**config.mk**
```make
export PLATFORM = sky130hd
export DESIGN_NAME = trap_ctrl_flat
export DESIGN_NICKNAME = d
export VERILOG_FILES = /design/src/rtl/trap_ctrl_if.sv /design/src/rtl/trap_ctrl.sv /design/src/flat_wrapper.sv
export SDC_FILE = /design/constraint.sdc
export NUM_CORES = 1
export LEC_CHECK = 0
export ABC_AREA = 0
export CAP_MARGIN = 20
export CORE_UTILIZATION = 40
export DETAILED_ROUTE_END_ITERATION = 10
export GPL_TIMING_DRIVEN = 0
export PLACE_DENSITY_LB_ADDON = 0.08
export SETUP_SLACK_MARGIN = 0.02
export SYNTH_ARGS = -nofsm -noshare
export SYNTH_HDL_FRONTEND = slang
export SYNTH_SLANG_ARGS = --single-unit
export TNS_END_PERCENT = 10
```
**constraint.sdc**
```tcl
create_clock -name ctrl_clk -period 2.75 [get_ports ctrl_clk]
set_input_delay 0.4125 -clock ctrl_clk [delete_from_list [all_inputs] [get_ports ctrl_clk]]
set_output_delay 0.4125 -clock ctrl_clk [all_outputs]
set_load 0.05 [all_outputs]
```
**src/rtl/trap_ctrl_if.sv**
```systemverilog
// Pipeline/CSR-side signal bundle of the trap sequencer.
// slave modport is the sequencer's view; master is the pipeline/CSR/bench side.
interface trap_ctrl_if;
  logic        exc_valid;
  logic [3:0]  exc_cause;
  logic [31:0] exc_pc;
  logic        mret_req;
  logic [31:0] int_pc;
  logic        ctrl_mie;
  logic [2:0]  ctrl_mxie;
  logic [2:0]  ctrl_mxip;
  logic [31:0] csr_mtvec;
  logic [31:0] csr_mepc;
  logic        pipe_empty;
  logic        stall_req;
  logic        ctrl_trap;
  logic        ctrl_mret;
  logic [31:0] trap_pc;
  logic [4:0]  trap_info;
  logic        redirect_valid;
  logic [31:0] redirect_pc;

  modport slave (
    input  exc_valid, exc_cause, exc_pc, mret_req, int_pc, ctrl_mie, ctrl_mxie,
           ctrl_mxip, csr_mtvec, csr_mepc, pipe_empty,
    output stall_req, ctrl_trap, ctrl_mret, trap_pc, trap_info, redirect_valid, redirect_pc
  );

  modport master (
    output exc_valid, exc_cause, exc_pc, mret_req, int_pc, ctrl_mie, ctrl_mxie,
           ctrl_mxip, csr_mtvec, csr_mepc, pipe_empty,
    input  stall_req, ctrl_trap, ctrl_mret, trap_pc, trap_info, redirect_valid, redirect_pc
  );
endinterface

```
**src/rtl/trap_ctrl.sv**
```systemverilog
// Trap sequencer: arbitrates mret/exception/interrupt, drains the pipe, strobes the CSR
// file for one cycle, then redirects fetch to the handler or to mepc.
module trap_ctrl #(
  parameter bit VECTORED_EN = 1'b1
) (
  input logic        ctrl_clk,
  input logic        ctrl_reset,
  trap_ctrl_if.slave bus
);

  typedef enum logic [1:0] {IDLE, DRAIN, COMMIT, REDIRECT} state_t;
  typedef enum logic [1:0] {K_NONE, K_EXC, K_INT, K_MRET} kind_t;

  state_t      state;
  kind_t       kind_q;
  logic [3:0]  cause_q;
  logic [31:0] pc_q;

  logic        trap_r;
  logic        mret_r;
  logic [31:0] trap_pc_r;
  logic [4:0]  trap_info_r;
  logic        redir_r;

  logic [2:0]  pend;
  logic        int_req;
  logic [3:0]  int_code;

  logic        cap_en;
  kind_t       cap_kind;
  logic [3:0]  cap_cause;
  logic [31:0] cap_pc;

  logic [31:0] base;

  assign pend     = bus.ctrl_mxie & bus.ctrl_mxip;
  assign int_req  = bus.ctrl_mie & (|pend);
  // bit0 external, bit1 software, bit2 timer
  assign int_code = pend[0] ? 4'd11 : (pend[1] ? 4'd3 : 4'd7);

  // Next latched request: fresh capture in IDLE, or an older exception preempting an interrupt.
  always_comb begin
    cap_en    = 1'b0;
    cap_kind  = kind_q;
    cap_cause = cause_q;
    cap_pc    = pc_q;
    if (state == IDLE) begin
      if (bus.mret_req) begin
        cap_en    = 1'b1;
        cap_kind  = K_MRET;
        cap_cause = 4'd0;
        cap_pc    = 32'd0;
      end else if (bus.exc_valid) begin
        cap_en    = 1'b1;
        cap_kind  = K_EXC;
        cap_cause = bus.exc_cause;
        cap_pc    = bus.exc_pc;
      end else if (int_req) begin
        cap_en    = 1'b1;
        cap_kind  = K_INT;
        cap_cause = int_code;
        cap_pc    = bus.int_pc;
      end
    end else if (state == DRAIN && kind_q == K_INT && bus.exc_valid) begin
      cap_en    = 1'b1;
      cap_kind  = K_EXC;
      cap_cause = bus.exc_cause;
      cap_pc    = bus.exc_pc;
    end
  end

  always_ff @(posedge ctrl_clk) begin
    if (ctrl_reset) begin
      state       <= IDLE;
      kind_q      <= K_NONE;
      cause_q     <= 4'd0;
      pc_q        <= 32'd0;
      trap_r      <= 1'b0;
      mret_r      <= 1'b0;
      trap_pc_r   <= 32'd0;
      trap_info_r <= 5'd0;
      redir_r     <= 1'b0;
    end else begin
      trap_r      <= 1'b0;
      mret_r      <= 1'b0;
      trap_pc_r   <= 32'd0;
      trap_info_r <= 5'd0;
      redir_r     <= 1'b0;
      if (cap_en) begin
        kind_q  <= cap_kind;
        cause_q <= cap_cause;
        pc_q    <= cap_pc;
      end
      unique case (state)
        IDLE: if (cap_en) state <= DRAIN;
        DRAIN: begin
          if (bus.pipe_empty) begin
            // cap_* already folds in a same-cycle preemption
            state       <= COMMIT;
            trap_r      <= 1'b1;
            mret_r      <= (cap_kind == K_MRET);
            trap_pc_r   <= cap_pc;
            trap_info_r <= (cap_kind == K_MRET) ? 5'd0 : {cap_kind == K_INT, cap_cause};
          end
        end
        COMMIT: begin
          state   <= REDIRECT;
          redir_r <= 1'b1;
        end
        REDIRECT: state <= IDLE;
        default:  state <= IDLE;
      endcase
    end
  end

  // CSRs are read during REDIRECT so the COMMIT-cycle write is already visible.
  assign base = {bus.csr_mtvec[31:2], 2'b00};

  always_comb begin
    bus.redirect_pc = 32'd0;
    if (state == REDIRECT) begin
      if (kind_q == K_MRET)
        bus.redirect_pc = bus.csr_mepc;
      else if (VECTORED_EN && bus.csr_mtvec[1:0] == 2'b01 && kind_q == K_INT)
        bus.redirect_pc = base + {26'd0, cause_q, 2'b00};
      else
        bus.redirect_pc = base;
    end
  end

  assign bus.stall_req      = (state != IDLE);
  assign bus.ctrl_trap      = trap_r;
  assign bus.ctrl_mret      = mret_r;
  assign bus.trap_pc        = trap_pc_r;
  assign bus.trap_info      = trap_info_r;
  assign bus.redirect_valid = redir_r;

endmodule

```
**src/flat_wrapper.sv**
```systemverilog
// flat-port wrapper written by rule: the top's interface ports become plain ports
module trap_ctrl_flat 
#(
  parameter bit VECTORED_EN = 1'b1
)
  (ctrl_clk, ctrl_reset, bus_exc_valid, bus_exc_cause, bus_exc_pc, bus_mret_req, bus_int_pc, bus_ctrl_mie, bus_ctrl_mxie, bus_ctrl_mxip, bus_csr_mtvec, bus_csr_mepc, bus_pipe_empty, bus_stall_req, bus_ctrl_trap, bus_ctrl_mret, bus_trap_pc, bus_trap_info, bus_redirect_valid, bus_redirect_pc);
  trap_ctrl_if bus_i ();
  input logic ctrl_clk;
  input logic ctrl_reset;
  input wire logic [$bits(bus_i.exc_valid)-1:0] bus_exc_valid;
  input wire logic [$bits(bus_i.exc_cause)-1:0] bus_exc_cause;
  input wire logic [$bits(bus_i.exc_pc)-1:0] bus_exc_pc;
  input wire logic [$bits(bus_i.mret_req)-1:0] bus_mret_req;
  input wire logic [$bits(bus_i.int_pc)-1:0] bus_int_pc;
  input wire logic [$bits(bus_i.ctrl_mie)-1:0] bus_ctrl_mie;
  input wire logic [$bits(bus_i.ctrl_mxie)-1:0] bus_ctrl_mxie;
  input wire logic [$bits(bus_i.ctrl_mxip)-1:0] bus_ctrl_mxip;
  input wire logic [$bits(bus_i.csr_mtvec)-1:0] bus_csr_mtvec;
  input wire logic [$bits(bus_i.csr_mepc)-1:0] bus_csr_mepc;
  input wire logic [$bits(bus_i.pipe_empty)-1:0] bus_pipe_empty;
  output wire logic [$bits(bus_i.stall_req)-1:0] bus_stall_req;
  output wire logic [$bits(bus_i.ctrl_trap)-1:0] bus_ctrl_trap;
  output wire logic [$bits(bus_i.ctrl_mret)-1:0] bus_ctrl_mret;
  output wire logic [$bits(bus_i.trap_pc)-1:0] bus_trap_pc;
  output wire logic [$bits(bus_i.trap_info)-1:0] bus_trap_info;
  output wire logic [$bits(bus_i.redirect_valid)-1:0] bus_redirect_valid;
  output wire logic [$bits(bus_i.redirect_pc)-1:0] bus_redirect_pc;
  assign bus_i.exc_valid = bus_exc_valid;
  assign bus_i.exc_cause = bus_exc_cause;
  assign bus_i.exc_pc = bus_exc_pc;
  assign bus_i.mret_req = bus_mret_req;
  assign bus_i.int_pc = bus_int_pc;
  assign bus_i.ctrl_mie = bus_ctrl_mie;
  assign bus_i.ctrl_mxie = bus_ctrl_mxie;
  assign bus_i.ctrl_mxip = bus_ctrl_mxip;
  assign bus_i.csr_mtvec = bus_csr_mtvec;
  assign bus_i.csr_mepc = bus_csr_mepc;
  assign bus_i.pipe_empty = bus_pipe_empty;
  assign bus_stall_req = bus_i.stall_req;
  assign bus_ctrl_trap = bus_i.ctrl_trap;
  assign bus_ctrl_mret = bus_i.ctrl_mret;
  assign bus_trap_pc = bus_i.trap_pc;
  assign bus_trap_info = bus_i.trap_info;
  assign bus_redirect_valid = bus_i.redirect_valid;
  assign bus_redirect_pc = bus_i.redirect_pc;
  trap_ctrl #(.VECTORED_EN(VECTORED_EN)) u_core (.ctrl_clk(ctrl_clk), .ctrl_reset(ctrl_reset), .bus(bus_i));
endmodule
```
==> impl_results.md, run 1 <==
- Via density: between 5 and 6
- Multi-input logic area: approximately 2600 um^2
- Pleak: between 2 and 3 nW
- Final worst slack: -163 ps
- FMAX: approximately 340 MHz
- Synthesized Nets: 661
- TritonCTS clock tree: done
- Clock root buffer: clkbuf_8
- DRT iter0 DRCs: between 300 and 400
- Area Growth Syn to Fin: 68.2%
- H-tree depth: 3
- P_int: roughly 2.9 mW
- Clk_lat worst skew: 360 ps
- Tmin final: between 2000 and 3000 ps
- Count of flip-flops with a built-in enable after synthesis: 0
- Final Max Slew Viols: 0
- Synth cell count leaders: nor2_1 (83), dfxtp_1 (80), o21ai_0 (50), a21oi_1 (48), clkbuf_1 (27)
- WP data required: between 2000 and 2500 ps
- Final wirelength: approximately 15000 um
- Power density cells: between 700 and 800 nW/um^2
- Combinational cell fraction of total power: 52.6%
- DP Area: 6610 um^2
- Area leader, netlist: dfxtp_1
- Clk_skew: approximately 13 ps
- Row Count: 36
- Synth Flop Type: dfxtp_1
- Switching Share: 43.6%
- Clock power share: around 18%
- #FFs+latches synth: 80
- Fraction of registers with async set/reset: 0%
- Initial antenna violation count: 2
- Overall routing resource usage: a little over a quarter
- Layout cells sized above 1: 15.1%
- Total CTS buffers: 9
- Vias in the first global route: about 4900
- Worst setup SP type: register
- Final Instance Area: roughly 7000 um^2
- Switching power total: 2.26 mW
- Clock Pin Slew Worst Setup and Hold Paths: 90 ps
- Average wire per standard cell: 16.8 um
- Final count of negative-setup-slack endpoints: 14
- GR Overflow Total: 0
- Power share of the sequential group: between 20% and 30%
- Slew margin rel.: around three fifths
- CP endpoint kind: output port
- # fillers: 808
- Synth top area share: around 38%
- Seq/Total Area, Yosys: 38.4%
- Largest net degree at the start of global routing: 15
- # hold bufs at CTS: 0
- DRC Markers: 0
- Top Ports: 217
- Layout net count: ~900
- Post-synthesis cell type count: 63
- Synthesized area per cell: approximately 8.2 um^2
- Status: complete, but fails checks
- WHS: approximately 500 ps
- Violated checks: negative setup slack
- Final Hold Viols: 0
- Die X: roughly 100 um
- Fin util: ~70%
- Ranking of synthesized cells by area: dfxtp_1 (38%), nor2_1 (7.5%), o21ai_0 (6.0%)
- Port Buffer Count: 216
- Die H: about 100 um
- Synthesized cell area: 4170 um^2
- Final Wtd Congestion: roughly 0.9
- RSZ-0062 raised after global routing: yes
- Yosys warnings: 0
- Detail Placement HPWL: 11000 um
- Core area: 9950 um^2
- Pre-Repair DR Iteration Count: 6
- Register Area: 1600 um^2
- Hold Path Class: reg2reg
- Count leader, synth: nor2_1
- CP arrival: 2500 ps
- Final ANT Viol Nets: 0
- CTS sink cnt: 80
- Global-route wire length before repair: about 23000 um
- Maximum clock insertion buffer count: 2
- Worst Tran Pin Value: 580 ps
- Peak supply drop: around 0.46 mV
- Final worst path period share: 106%
- Starting Density: 41.9%
- Die Area: roughly 11000 um^2
- Via count: slightly below 5000
- Max Cap Viol: 0
- Worst Setup Path Type: reg2out
- Cells after Synth: slightly above 500
- Top fanout value on the critical path: 5
path summary, 6_finish.rpt:
check	startpoint	to	slack (ps)	cells past startpoint
min	u_core.pc_q[28]	u_core.bus.trap_pc[28]	500	2
max	u_core.cause_q[0]	bus_redirect_pc[14]	-160	10
min reg2reg	u_core.pc_q[28]	u_core.bus.trap_pc[28]	500	2
max reg2reg	u_core.state[1]	u_core.pc_q[9]	400	9
layout make-up:
type | instances | share of cell area, %
antenna | 2 | 0.0713
buffer | 38 | 2.71
clock buffer | 11 | 2.02
clock inverter | 5 | 0.910
inverter | 18 | 0.963
multi-input combinational | 372 | 36.9
sequential | 80 | 22.9
tap | 133 | 2.37
timing repair buffer | 223 | 31.2
registers in the layout (all words and copies together) (netlist names):
signal and count:
u_core.state 2, u_core.kind_q 2, u_core.bus.redirect_valid 1, u_core.bus.trap_info 5, u_core.bus.trap_pc 32, u_core.cause_q 4
u_core.bus.ctrl_trap 1, u_core.bus.ctrl_mret 1, u_core.pc_q 32
power groups by stage:
stage	registers (mW)	clock network [mW]	logic (mW)
after CTS	1.54	0.916	2.64
after global routing	1.58	0.978	2.96
after detailed placement	1.56	0	2.58
after global placement	1.55	0	2.50
after floorplan	1.70	0	1.60
final	1.55	0.908	2.72
layer usage:
layer | global-route usage, % | share of wire (%) | vias to the layer above | routed length [um]
met5 | 0 | 0 | - | 0
met4 | 9.39 | 2.7 | 0 | 398
met3 | 6.83 | 7.0 | 38 | 1030
met2 | 45.4 | 48 | 184 | 7120
met1 | 32.5 | 42 | 2328 | 6290
li1 | - | - | 2318 | -
cell usage in the layout (no fill, tap or decap), types with 3 or more instances in the layout:
cell             netlist  final
dfxtp_1               80     78
buf_2                  8      7
o22ai_1                3      3
nor3_1                 4      3
a211oi_1               9      6
a211oi_2               1      4
buf_6                  2     15
nand3_1                6      5
xor2_1                 4      4
inv_1                 18     17
xnor2_1               16     16
o211ai_1               3      3
dlygate4sd2_1          0      7
and3_1                 6      4
nand4_1                5      5
o2bb2ai_1             22     22
clkbuf_1              27     26
a222oi_1              11     11
o21ai_0               50     49
nor2b_1                7      6
mux2i_1                5      5
clkbuf_8               0     10
buf_4                  1     22
nor2_1                83     83
a21oi_2                1      4
a31oi_2                0      3
a21oi_1               48     44
and2_1                 4      4
clkdlybuf4s50_1        0    177
a21o_1                 3      3
ha_1                   8      5
nand2_1               15     15
ha_4                   0      3
repair_timing:
item                       4_1_cts  5_1_grt
pin swaps                       15        9
setup endpoints to repair       33       28
cloned                           1        0
gates resized for setup        217       19
setup buffers                    4        2
cells by family (layout without fill, tap and decap cells):
kind of cell | Yosys count | in the layout | share of synthesized area (%)
XOR/XNOR | 20 | 20 | 4.20
AO/OA/AOI/OAI | 182 | 182 | 28.7
buffers and inverters | 56 | 295 | 5.73
other | 0 | 2 | 0
multiplexers | 5 | 5 | 1.20
adder cells (fa/ha/maj) | 9 | 9 | 2.88
AND/OR/NAND/NOR | 156 | 156 | 18.8
flip-flops | 80 | 80 | 38.4
worst max-delay path: stages, from the launching register on:
cell,delay [ps]
dfxtp_2,350
ha_4,130
inv_2,40
fa_2,340
nor2b_2,150
o21a_4,160
o21ai_4,60
buf_6,130
or3_4,330
a311oi_4,260
buf_6,200
metrics by stage:
stage                     setup slack [ps]  total power [mW]  setup TNS (ps)  cells
final                                 -163              5.17            -875    882
after CTS                             -219              5.10           -2150    878
after detailed placement             -1380              4.14          -30630    857
after global routing                  -254              5.51           -3160    882
after global placement               -1340              4.06          -29640    857
after floorplan                       -206              3.30           -2420    508
Power figures use the tool's default switching activity.
==> run 2, diff against run 1 <==
ABC_AREA = 1   (was 0)
CORE_UTILIZATION = 44   (was 40)
==> impl_results.md, run 2 <==
- Status: complete, but fails checks (unchanged)
- Violated checks: negative setup slack (unchanged)
- Final Wtd Congestion: 0.919 (was 0.897)
- Synthesized area per cell: 6.06 um^2 (was 8.21 um^2)
- Reg-to-reg critical path endpoint: u_core.pc_q[16] (was u_core.pc_q[9])
- Fraction of registers with async set/reset: 0% (unchanged)
- FF-to-FF Start: u_core.state[0] (was u_core.state[1])
- R2R depth: 11 (was 9)
- Global-route wire length before repair: 29200 um (was 23400 um)
- Cells after Synth: 893 (was 508)
- Post-synthesis cell type count: 34 (was 63)
- Final worst slack: -44.6 ps (was -163 ps)
- Worst setup SP type: register (unchanged)
- Count of flip-flops with a built-in enable after synthesis: 0 (unchanged)
- Die H: 113 um (was 104 um)
- Clock Pin Slew Worst Setup and Hold Paths: 60 ps (was 90 ps)
- Average wire per standard cell: 14.4 um (was 16.8 um)
- Hold Path End: u_core.bus.ctrl_trap (was u_core.bus.trap_pc[28])
- Via density: 5.10 (was 5.52)
- Seq/Total Area, Yosys: 29.6% (was 38.4%)
- Synthesized cell area: 5410 um^2 (was 4170 um^2)
- Clk_lat worst skew: 340 ps (was 360 ps)
- Core area: 12000 um^2 (was 9950 um^2)
- Power density cells: 578 nW/um^2 (was 738 nW/um^2)
- Worst Tran Pin Value: 646 ps (was 580 ps)
- Synthesized Nets: 1046 (was 661)
- Area leader, netlist: dfxtp_1 (unchanged)
- CP endpoint kind: output port (unchanged)
- GR Overflow Total: 0 (unchanged)
- FMAX: 358 MHz (was 343 MHz)
- Layout cells sized above 1: 15.9% (was 15.1%)
- Via count: 6542 (was 4868)
- Hold Path Depth: 2 (unchanged)
- Synth cell count leaders: nor2_1 (180), nand2_1 (133), inv_1 (98), dfxtp_1 (80), nand3_1 (72) (was nor2_1 (83), dfxtp_1 (80), o21ai_0 (50), a21oi_1 (48), clkbuf_1 (27))
- Tmin final: 2790 ps (was 2910 ps)
- Cell Chain, Critical Path: ha_4 > inv_2 > fa_2 > nor2_4 > nor2_4 > nor2_4 > nand2_2 > inv_2 > nand2_2 > or2_0 > nand3_1 > nand2_1 > inv_2 > buf_8 (was ha_4 > inv_2 > fa_2 > nor2b_2 > o21a_4 > o21ai_4 > buf_6 > or3_4 > a311oi_4 > buf_6)
- Critical-path cell with the highest stage delay: fa_2 (was dfxtp_2)
- Top Ports: 217 (unchanged)
- Final worst path period share: 102% (was 106%)
- Worst hold start: ctrl_reset (was u_core.pc_q[28])
- #FFs+latches synth: 80 (unchanged)
- Ranking of synthesized cells by area: dfxtp_1 (30%), nor2_1 (12%), nand2_1 (9.2%) (was dfxtp_1 (38%), nor2_1 (7.5%), o21ai_0 (6.0%))
- Maximum clock insertion buffer count: 2 (unchanged)
- Initial antenna violation count: 0 (was 2)
- Final count of negative-setup-slack endpoints: 5 (was 14)
- Final Hold Viols: 0 (unchanged)
- Peak supply drop: 0.466 mV (was 0.465 mV)
- CTS sink cnt: 80 (unchanged)
- DRC Markers: 0 (unchanged)
- TritonCTS clock tree: done (unchanged)
- DP Area: 7740 um^2 (was 6610 um^2)
- Final ANT Viol Nets: 0 (unchanged)
- Row Count: 40 (was 36)
- H-tree depth: 3 (unchanged)
- Layout net count: 1283 (was 895)
- N_diodes: 0 (was 2)
- Hold Path Class: in2reg (was reg2reg)
- Pre-Repair DR Iteration Count: 7 (was 6)
- Buffer and inverter count on the worst path: 4 (was 3)
- Pleak: 3.46 nW (was 2.58 nW)
- Worst Setup Path Type: reg2out (unchanged)
- Slew margin rel.: 57.0% (was 61.4%)
- Total CTS buffers: 9 (unchanged)
- Area Growth Syn to Fin: 52.7% (was 68.2%)
- Clk_skew: 6.24 ps (was 13.3 ps)
- Count leader, synth: nor2_1 (unchanged)
- FF-to-FF setup slack: 430 ps (was 400 ps)
- Commonest non-fill, non-tap cell in the layout: clkdlybuf4s50_1 (unchanged)
- Die Area: 12800 um^2 (was 10800 um^2)
- Port Buffer Count: 214 (was 216)
- Yosys warnings: 0 (unchanged)
- CP delay by family, top: simple AND/OR/NAND/NOR gates (unchanged)
- Final Max Slew Viols: 0 (unchanged)
- Final Instance Area: 8270 um^2 (was 7020 um^2)
- CP arrival: 2380 ps (was 2500 ps)
- RSZ-0062 raised after global routing: yes (unchanged)
- Overall routing resource usage: 28.7% (was 26.7%)
- Synth Flop Type: dfxtp_1 (unchanged)
- Die X: 113 um (was 104 um)
- Vias in the first global route: 5884 (was 4866)
- Synth top area share: 29.6% (was 38.4%)
- Clock root buffer: clkbuf_16 (was clkbuf_8)
- Commonest non-fill, non-tap cells in the layout: clkdlybuf4s50_1 (176), nor2_1 (172), nand2_1 (128), inv_1 (95), dfxtp_1 (79) (was clkdlybuf4s50_1 (177), nor2_1 (83), dfxtp_1 (78), o21ai_0 (49), a21oi_1 (44))
- Crit-path max cell delay: 370 ps (was 350 ps)
- Final wirelength: 18400 um (was 14800 um)
- DRT iter0 DRCs: 456 (was 301)
- Max Cap Viol: 0 (unchanged)
- Placement Setup Slack: -1200 ps (was -1380 ps)
- Largest net degree at the start of global routing: 15 (unchanged)
- Starting Density: 45.1% (was 41.9%)
- Detail Placement HPWL: 13700 um (was 11000 um)
- Top fanout value on the critical path: 4 (was 5)
- WP data required: 2340 ps (about the same)
==> run 2: changes by cell type after synthesis, sizes merged, moves of 32 or more <==
cell,change
nand2,+118
nand3,+66
inv,+84
or2,+39
nor2,+116
a21oi,+32
o21ai,+43
==> run 2: layout make-up <==
type                    instances  area [um^2]
plain buffers                  46          216
repair buffers                226         2190
flip-flops and latches         80         1600
clock buffers                  10          239
inverters                     103          389
clock inverters                 6         67.6
multi-input cells             664         3380
fillers                      1097         3740
well taps                     147          184
==> run 2: timing repair <==
item,CTS,global route
endpoints found under the setup margin,33,32
hold buffers,0,0
resized for setup,189,45
pin swaps,7,8
setup buffers,6,6
==> run 2: metal layers <==
metal / vias up / routed length (um) / global-route usage (%)
met5: - / 0 / 0
met4: 0 / 225 / 8.95
met3: 17 / 1340 / 5.52
met2: 232 / 8560 / 47.2
met1: 2962 / 8320 / 38.0
li1: 3331 / - / -
==> run 2: worst max path at each step <==
stage | start | end | slack, ps | cells after the start
4_1_cts | u_core.cause_q[0] | bus_redirect_pc[14] | -100 | 14
6_report | u_core.cause_q[0] | bus_redirect_pc[14] | -40 | 14
3_3_place_gp | bus_csr_mtvec[2] | bus_redirect_pc[28] | -1140 | 14
3_5_place_dp | bus_csr_mtvec[2] | bus_redirect_pc[28] | -1200 | 14
2_1_floorplan | bus_csr_mtvec[2] | bus_redirect_pc[30] | -70 | 12
5_1_grt | u_core.cause_q[0] | bus_redirect_pc[14] | -150 | 14
==> run 2: cells by family after synthesis <==
| kind of cell | after synthesis | synth area share, % |
|---|---|---|
| buffers and inverters | 149 | 11.0 |
| xor gates and xnor gates | 3 | 0.485 |
| AOI/OAI and AO/OA | 188 | 19.2 |
| and+or+nand+nor | 464 | 37.6 |
| DFF | 80 | 29.6 |
| adders and majority gates | 9 | 2.22 |
==> run 2: stage by stage <==
stage	total power [mW]	TNS (ps)	utilization (%)	instances	hold slack, ps
after floorplan	2.74	-72.8	-	893	490
after global placement	3.46	-22840	64.5	1254	515
after detailed placement	3.48	-23570	64.5	1254	525
after CTS	4.74	-399	68.2	1276	505
after global routing	5.04	-1600	68.8	1282	551
final	4.78	-79.8	68.8	1282	513
==> run 2: power breakdown <==
part | total [mW] | leakage, nW | internal (mW) | switching [mW]
clock | 1.24 | 0.150 | 0.732 | 0.504
combinational | 2.16 | 2.66 | 0.760 | 1.40
sequential | 1.38 | 0.650 | 1.30 | 0.0756
total | 4.78 | 3.46 | 2.80 | 1.98
